### src/rtl/rr_arbiter.sv
// Round-robin arbiter with registered one-hot grant and hold counter.
// Define RR_ARBITER_PREEMPT_EN to force the grant on after MAX_HOLD cycles.
module rr_arbiter #(
    parameter int N        = 2,
    parameter int MAX_HOLD = 8
) (
    input  logic                 clk,
    input  logic                 rst_n,
    input  logic [N-1:0]         request,
    output logic [N-1:0]         grant,
    output logic [$clog2(N)-1:0] grant_id,
    output logic                 busy,
    output logic                 preempt
);

    localparam int IW = $clog2(N);
    localparam int HW = $clog2(MAX_HOLD + 1);

    typedef enum logic {
        IDLE,
        OWNED
    } state_e;

    state_e        state_q, state_d;
    logic [IW-1:0] ptr_q, ptr_d;
    logic [N-1:0]  grant_q, grant_d;
    logic [IW-1:0] id_q, id_d;
    logic          busy_q, busy_d;
    logic [HW-1:0] hold_q, hold_d;
    logic [HW-1:0] hold_inc;
    logic [IW-1:0] next_ptr;
    logic [IW:0]   win_idle;
    logic [IW:0]   win_move;

    // Returns {found, index} of the first set bit searching from base upward.
    function automatic logic [IW:0] pick(input logic [N-1:0] req,
                                         input logic [IW-1:0] base);
        logic [IW:0] res;
        int          j;
        res = '0;
        for (int i = N - 1; i >= 0; i--) begin
            j = (int'(base) + i) % N;
            if (req[j]) begin
                res = {1'b1, IW'(j)};
            end
        end
        return res;
    endfunction

    assign next_ptr = (id_q == IW'(N - 1)) ? '0 : id_q + 1'b1;
    assign hold_inc = (hold_q == HW'(MAX_HOLD)) ? hold_q : hold_q + 1'b1;
    assign win_idle = pick(request, ptr_q);
    // Owner sits last in this order, so it only wins back if nobody else asks.
    assign win_move = pick(request, next_ptr);

`ifdef RR_ARBITER_PREEMPT_EN
    logic          preempt_q, preempt_d;
    logic [N-1:0]  others;
    assign others = request & ~grant_q;
`endif

    always_comb begin
        state_d = state_q;
        ptr_d   = ptr_q;
        grant_d = grant_q;
        id_d    = id_q;
        busy_d  = busy_q;
        hold_d  = hold_q;
`ifdef RR_ARBITER_PREEMPT_EN
        preempt_d = 1'b0;
`endif
        unique case (state_q)
            IDLE: begin
                if (win_idle[IW]) begin
                    state_d = OWNED;
                    grant_d = N'(1) << win_idle[IW-1:0];
                    id_d    = win_idle[IW-1:0];
                    busy_d  = 1'b1;
                    hold_d  = '0;
                end
            end
            OWNED: begin
                if (!request[id_q]) begin
                    ptr_d  = next_ptr;
                    hold_d = '0;
                    if (win_move[IW]) begin
                        grant_d = N'(1) << win_move[IW-1:0];
                        id_d    = win_move[IW-1:0];
                    end else begin
                        state_d = IDLE;
                        grant_d = '0;
                        id_d    = '0;
                        busy_d  = 1'b0;
                    end
`ifdef RR_ARBITER_PREEMPT_EN
                end else if (hold_inc == HW'(MAX_HOLD) && |others) begin
                    ptr_d     = next_ptr;
                    hold_d    = '0;
                    grant_d   = N'(1) << win_move[IW-1:0];
                    id_d      = win_move[IW-1:0];
                    preempt_d = 1'b1;
`endif
                end else begin
                    hold_d = hold_inc;
                end
            end
        endcase
    end

    always_ff @(posedge clk or negedge rst_n) begin
        if (!rst_n) begin
            state_q <= IDLE;
            ptr_q   <= '0;
            grant_q <= '0;
            id_q    <= '0;
            busy_q  <= 1'b0;
            hold_q  <= '0;
        end else begin
            state_q <= state_d;
            ptr_q   <= ptr_d;
            grant_q <= grant_d;
            id_q    <= id_d;
            busy_q  <= busy_d;
            hold_q  <= hold_d;
        end
    end

`ifdef RR_ARBITER_PREEMPT_EN
    always_ff @(posedge clk or negedge rst_n) begin
        if (!rst_n) begin
            preempt_q <= 1'b0;
        end else begin
            preempt_q <= preempt_d;
        end
    end
    assign preempt = preempt_q;
`else
    assign preempt = 1'b0;
`endif

    assign grant    = grant_q;
    assign grant_id = id_q;
    assign busy     = busy_q;

endmodule

### config.mk
export PLATFORM = sky130hd
export DESIGN_NAME = rr_arbiter
export DESIGN_NICKNAME = d
export VERILOG_FILES = /design/src/rtl/rr_arbiter.sv
export SDC_FILE = /design/constraint.sdc
export NUM_CORES = 1
export LEC_CHECK = 0
export CAP_MARGIN = 20
export CORE_AREA = 5 5 42 44
export CTS_CLUSTER_DIAMETER = 80
export DETAILED_ROUTE_END_ITERATION = 8
export DIE_AREA = 0 0 47 49
export PLACE_DENSITY = 0.5
export SLEW_MARGIN = 20
export SYNTH_ARGS = -nofsm -noshare
export SYNTH_HDL_FRONTEND = slang
export SYNTH_SLANG_ARGS = --single-unit
### constraint.sdc
create_clock -name clk -period 1.7 [get_ports clk]
set_input_delay 0.34 -clock clk [delete_from_list [all_inputs] [get_ports clk]]
set_output_delay 0.34 -clock clk [all_outputs]
set_load 0.01 [all_outputs]
# After elaboration in Yosys (flattened, before gate mapping)

Index checks and enable logic that the tools add are counted.
W data, S select, Z words.

$lt $le $gt $ge: 5
Shift-type cells: 2
Bitwise logic cells: 4
Reduce and logical (&&, ||, !) cells: 3
Mux-type cells: 33
Add/subtract/negate cells: 3
Eq/ne operators: 3

Operator list:

| kind                  | count |
|---|---|
| $mux W1               | 22 |
| $mux W2               | 7 |
| $lt A1 B2 Y1 const B  | 3 |
| $lt A2 B3 Y1 const B  | 2 |
| $ne A2 B2 Y1 const B  | 3 |
| $pmux W1 S2           | 3 |
| $pmux W2 S2           | 1 |
| $reduce_and A2 Y1     | 2 |
| $shl A1 B1 Y2 const A | 2 |
| $add A1 B1 Y1 const B | 3 |
| $reduce_and A3 Y1     | 1 |
| $and A1 B1 Y1 const A | 2 |
| $not A1 Y1            | 2 |

Register bits after elaboration: 6
Logic and storage cells: 58
Output and inout bits: 5
Bits of input ports: 4

# Depth between registers and ports, before layout

Gate-level depths: netlist of run 1.

Depth in word-level cells: 13
Gate-level depth with buffers: 3
Depth with buffers taken out: 3

# Least setup slack after synthesis of run 1

No wires, ideal clock.

Path type: input -> register
Start: in request[1]
End: reg busy_q, in the netlist busy
Path buffers: 0
Slack: 0.714 ns
Setup time: 0.126 ns
Stages on the path: 2
Required time: 1.574 ns
Arrival time: 0.860 ns
Cell sequence: or2_4 -> maj3_2

Cells in the longest elaborated chain, start to end: 7
Elaborated cells between the ends (all ways): 20
Those cells by class: eq/ne (3); mux (16); reduce/logical (1)

Ends and longest elaborated chain:

| element                                    | line | text |
|---|---|---|
| start: declaration                         | 9    | `input logic [N-1:0] request,` |
| $mux W1 (not written as such) (3 in a row) | 43   | `if (req[j]) begin` |
| $mux W2 (2 in a row)                       | 43   |  |
| $ne A2 B2 Y1 (no source line)              | --   |  |
| $reduce_and A3 Y1 (no source line) (*)     | --   |  |
| end signal: assignment                     | 123  | `busy_q <= busy_d;` |
| end: declaration                           | 28   | `logic busy_q, busy_d;` |

Every way passes the cells marked *; elsewhere a longest branch is shown, timed or not. The select of a mux whose other input is x is not followed.
A chain may end at the register's enable or synchronous reset.

==> flow_summary.ini, run 1 <==
[yosys]
syn_area_per_cell_sq_um = 10.32
synthCells = 24
synth_top_area_share = 0.5051
async_flop_share = 1.000
ys.flop_type = dfrtp_1
ys_ff_latch = 5
syn_area_sq_um = 247.7
yosys.area.top_type = dfrtp_1
syn_nets = 28
synth_common_cells = 5 x dfrtp_1, 3 x a21oi_1, 3 x o21ai_0
synth_seq_area_share = 0.5051
synth_area_leaders = dfrtp_1 51%, a21oi_1 6.1%, o21ai_0 6.1%, buf_4 6.1%, maj3_2 4.5%
synth_edf_count = 0
yosysMostFrequentCell = dfrtp_1
netlist-cell-type-count = 14
yosysWarnings = 0

[floorplanning]
start_util = 0.1768
die_h_microns = 49
die_w_microns = 47
ios = 9
core-area_sq_mm = 0.001401
num_rows = 14
die_area_sq_mm = 0.002303

[cells_and_area]
layout-drive-gt1-share = 0.2059
area_delta_synth_final_pct = 43.94
antenna_cells = 0
nFillCells = 156
fin_nets = 39

[clock_tree]
cts_made_buffers = 3
path_clk_slew_ns = 0.05
clockRootBuffer = clkbuf_4
cts_tree = built
clk_latency_ns = 0.24
cts_setup_buffers = 0
cts_resized = 0
htree_levels = 1
cts.path.max_buffers = 2
postCtsHoldBufs = 0
cts_sinks = 5

[timing]
finalHoldViolations = 0
fin_setup_tns_ns = 0
fmax_mhz = 626.4
drv_slew = 0
skew_ns = 0.005692
rsz0062_at_grt = no
period_share = 0.9391
period_needed_ns = 1.596
setup_viol = 0
setup_slack_ns = 0.1036

[grt]
antenna_found_initial = 0
grt_pass1_wl_microns = 876
grt_pass1_vias = 219
track_usage = 0.05791
grt_overflow = 0
grt_start_max_net_pins = 8

[routing]
drc_errors = 0
vias = 215
ant_nets = 0
firstDrtPassIters = 2
drt-total-wl_microns = 540
drtIter0Drc = 8
post_drt_wl_per_cell_microns = 10.80
detail_route.vias_per_cell = 4.300

[flow_run]
max_cap_violations = 0

[place]
pre_cts_slack_ns = 0.1848
gp_congestion = 0.7783
io_buffers = 7

[setup_path]
crit_fanout = 7
path_class = flip-flop to primary output
cp.arrival_ns = 1.26
path_cells = clkdlybuf4s50_1
path_delay_family = buffers and inverters
cp-end-kind = primary output
path_buf_inv = 1
startpoint_type = flip-flop
slowest_delay_ns = 0.58
cp.required_ns = 1.36
slowest_stage = clkdlybuf4s50_1

[power]
power_leakage_nw = 0.1575
vdd_drop_max_uv = 287.8
power.density_mw_per_mm2 = 1033

[min_path]
hold_path.class = input pin to async pin

[outcome]
outcome = complete, no violations
==> worst register-to-register path: cells and delay by family (launching register included) <==
kind,cells,cell delay [ns]
AND/OR/NAND/NOR,1,0.06
flip-flops,1,0.43
AO/OA/AOI/OAI,1,0.08
multiplexers,1,0.36
==> where the power goes <==
group	internal (mW)	switching, mW	leakage [nW]
clock network	0.0886	0.0467	0.0150
logic	0.0492	0.0316	0.0854
registers	0.136	0.0164	0.0570
==> logic make-up after synthesis <==
group / count (synthesis) / synth area share
flip-flops: 5 / 0.5051
AO/OA/AOI/OAI: 8 / 0.1818
other: 1 / 0.01514
adder cells (fa/ha/maj): 1 / 0.04545
buffers and inverters: 4 / 0.09090
multiplexers: 2 / 0.08586
AND/OR/NAND/NOR: 3 / 0.07577
==> metal layers <==
layer	part of all wire	up-vias	GRT usage
li1	-	99	-
met3	0.13	0	0.04059
met1	0.43	108	0.06652
met2	0.44	8	0.06561
met5	0	-	0
met4	0	0	0.05530
==> final timing paths <==
check / cells past startpoint / to / slack [ns] / startpoint
max reg2reg: 3 / grant[1]$_DFFE_PN0P_ / 0.63 / state_q$_DFF_PN0_
min in group clk: 1 / grant[0]$_DFFE_PN0P_ / 0.49 / grant[0]$_DFFE_PN0P_
min reg2reg: 1 / grant[0]$_DFFE_PN0P_ / 0.49 / grant[0]$_DFFE_PN0P_
max in group asynchronous: 1 / ptr_q$_DFFE_PN0P_ / 1.17 / rst_n
min: 1 / state_q$_DFF_PN0_ / 0.33 / rst_n
max: 1 / grant_id / 0.10 / grant[1]$_DFFE_PN0P_
==> area by class of cell <==
type                    count  area, sq um  share of cell area
multi-input cells          15        100.1              0.2807
flip-flops and latches      5        125.1              0.3509
inverters                   2        7.507             0.02105
well taps                  16        20.02             0.05614
clock buffers               4        26.28             0.07368
repair buffers              8        77.57              0.2175
==> cells in the final DEF, fill, tap and decap left out, drive strengths merged <==
cell type / netlist / layout
conb: 1 / 1
o21ai: 3 / 3
a22o: 1 / 1
a21oi: 3 / 3
clkdlybuf4s50: 0 / 7
mux2: 1 / 1
or2: 1 / 1
dfrtp: 5 / 5
maj3: 1 / 1
clkbuf: 0 / 4
o22ai: 1 / 1
nor2b: 1 / 1
nand2: 1 / 1
inv: 2 / 2
buf: 2 / 1
mux2i: 1 / 1
==> registers in the layout (all words and copies together) (netlist names) <==
register  cells
ptr_q         1
busy          1
state_q       1
grant         2
==> stage by stage <==
step	util	power, mW	instance area (sq um)	cells	hold slack, ns
after detailed placement	0.2357	0.2351	330.3	46	0.4894
final	0.2545	0.3684	356.6	50	0.3267
after floorplan	-	0.1921	247.7	24	0.04441
after global placement	0.2357	0.2349	330.3	46	0.5159
after global routing	0.2545	0.3933	356.6	50	0.3332
after CTS	0.2545	0.3773	356.6	50	0.3289
Power figures use the tool's default switching activity.
==> run 2, diff against run 1 <==
- CTS_CLUSTER_DIAMETER: 80 -> unset
==> results of run 2 <==
Final layout, timing and power as in run 1 (identical DEF).
==> run 3, diff against run 2 <==
- ABC_CLOCK_PERIOD_IN_PS: unset -> 1700
- GPL_TIMING_DRIVEN: unset -> 0
==> run 3 against run 2 <==
  * Utilization up 0.62 points
  * Non-clock buffer count up 1
  * Critical path depth up 1
  * Cell count up 2.0%
  * Maximum frequency down 1.3%
  * Combinational power up 4.0%
  * Critical endpoint is now grant[1]
==> flow_summary.ini, run 3 (same netlist as run 1, synthesis figures left out) <==
[clock_tree]
clk_latency_ns = 0.24
cts_sinks = 5
cts_setup_buffers = 0
clockRootBuffer = clkbuf_4
htree_levels = 1
cts_made_buffers = 3
path_clk_slew_ns = 0.04
cts.path.max_buffers = 2
cts_tree = built

[power]
vdd_drop_max_uv = 291.3
power_mw = 0.3752
power_leakage_nw = 0.1619
power.density_mw_per_mm2 = 1027

[timing]
period_share = 0.9510
fin_setup_tns_ns = 0
period_needed_ns = 1.617
rsz0062_at_grt = no
drv_slew = 0
fin_hold_ws_ns = 0.3274
setup_viol = 0
finalHoldViolations = 0
fmax_mhz = 618.5
setup_slack_ns = 0.08328
skew_ns = 0.0001273

[cells_and_area]
antenna_cells = 0
area_delta_synth_final_pct = 47.47
layout_common_cells = 7 x clkdlybuf4s50_1, 4 x dfrtp_1, 3 x a21oi_1, 3 x o21ai_0, 3 x clkbuf_4
largest_register_ffs = 2
final_common_cell = clkdlybuf4s50_1
fin_util = 0.2607
final_cells = 51
fin_area_sq_um = 365.4
layout-drive-gt1-share = 0.2571
fin_nets = 40

[setup_path]
crit_fanout = 7
path_cells = buf_4 > clkdlybuf4s50_1
startpoint_type = flip-flop
path_buf_inv = 2
path_class = flip-flop to primary output
cp.required_ns = 1.36
worstReg2RegEnd = grant[1]$_DFFE_PN0P_
cp-end-kind = primary output
slowest_delay_ns = 0.52
r2r_slack_ns = 0.64
slowest_stage = clkdlybuf4s50_1
path_delay_family = buffers and inverters
reg2reg_depth = 3
reg2reg_from = state_q$_DFF_PN0_
cp.arrival_ns = 1.28

[floorplanning]
die_area_sq_mm = 0.002303
ios = 9
core-area_sq_mm = 0.001401
start_util = 0.1768
num_rows = 14
die_h_microns = 49
die_w_microns = 47

[grt]
grt_overflow = 0
track_usage = 0.05092
antenna_found_initial = 0
grt_pass1_vias = 190
grt_start_max_net_pins = 8
grt_pass1_wl_microns = 779

[routing]
firstDrtPassIters = 2
detail_route.vias_per_cell = 3.941
drtIter0Drc = 5
drt-total-wl_microns = 501
post_drt_wl_per_cell_microns = 9.824
met3_length_microns = 45
drc_errors = 0
vias = 201
ant_nets = 0
met1_length_microns = 279
top_layer = met3
dr_wl_met2_microns = 176

[place]
place_area_sq_um = 337.8
post-place-cells = 47
gp_congestion = 0.6798
io_buffers = 7
pre_cts_slack_ns = 0.1063
hpwl_microns = 353.5

[flow_run]
max_cap_violations = 0

[outcome]
outcome = complete, no violations

[min_path]
hold_path.class = input pin to async pin
[run 3: timing repair]
item / 4_1_cts / 5_1_grt
endpoints found under the setup margin: 0 / 1
hold buffers: 0 / 0
gates resized for setup: 0 / 1
[run 3: power by group]
| group | internal [mW] | switching, mW | total (mW) | leakage, nW |
|---|---|---|---|---|
| logic | 0.0527 | 0.0312 | 0.0839 | 0.0909 |
| registers | 0.137 | 0.0157 | 0.152 | 0.0560 |
| clock network | 0.0888 | 0.0502 | 0.139 | 0.0150 |
| total | 0.278 | 0.0971 | 0.375 | 0.162 |
[run 3: worst register-to-register path, cell delays in order (launching register included)]
cell and delay [ns]:
dfrtp_1 0.44, mux2_2 0.36, nand2_1 0.06, o21ai_0 0.08
[run 3: layout make-up]
type / count / area [sq um]
inverters: 2 / 7.507
fillers: 162 / 1036
well taps: 16 / 20.02
flip-flops and latches: 5 / 126.4
clock buffers: 4 / 26.28
multi-input cells: 15 / 100.1
plain buffers: 2 / 15.01
repair buffers: 7 / 70.07
[run 3: metal layers]
| layer | global-route usage | vias up |
|---|---|---|
| li1 | - | 101 |
| met1 | 0.07572 | 92 |
| met2 | 0.04525 | 8 |
| met3 | 0.03321 | 0 |
| met4 | 0.04147 | 0 |
| met5 | 0 | - |
[run 3: worst max path at each step]
stage	cells past startpoint	end	startpoint	slack, ns
global route	2	grant[1]	grant[1]$_DFFE_PN0P_	0.04
floorplan	2	busy$_DFFE_PN0P_	request[1]	0.71
detailed placement	3	busy$_DFFE_PN0P_	request[1]	0.11
finish	2	grant[1]	grant[1]$_DFFE_PN0P_	0.08
CTS	2	grant[1]	grant[1]$_DFFE_PN0P_	0.01
global placement	3	busy$_DFFE_PN0P_	request[1]	0.11
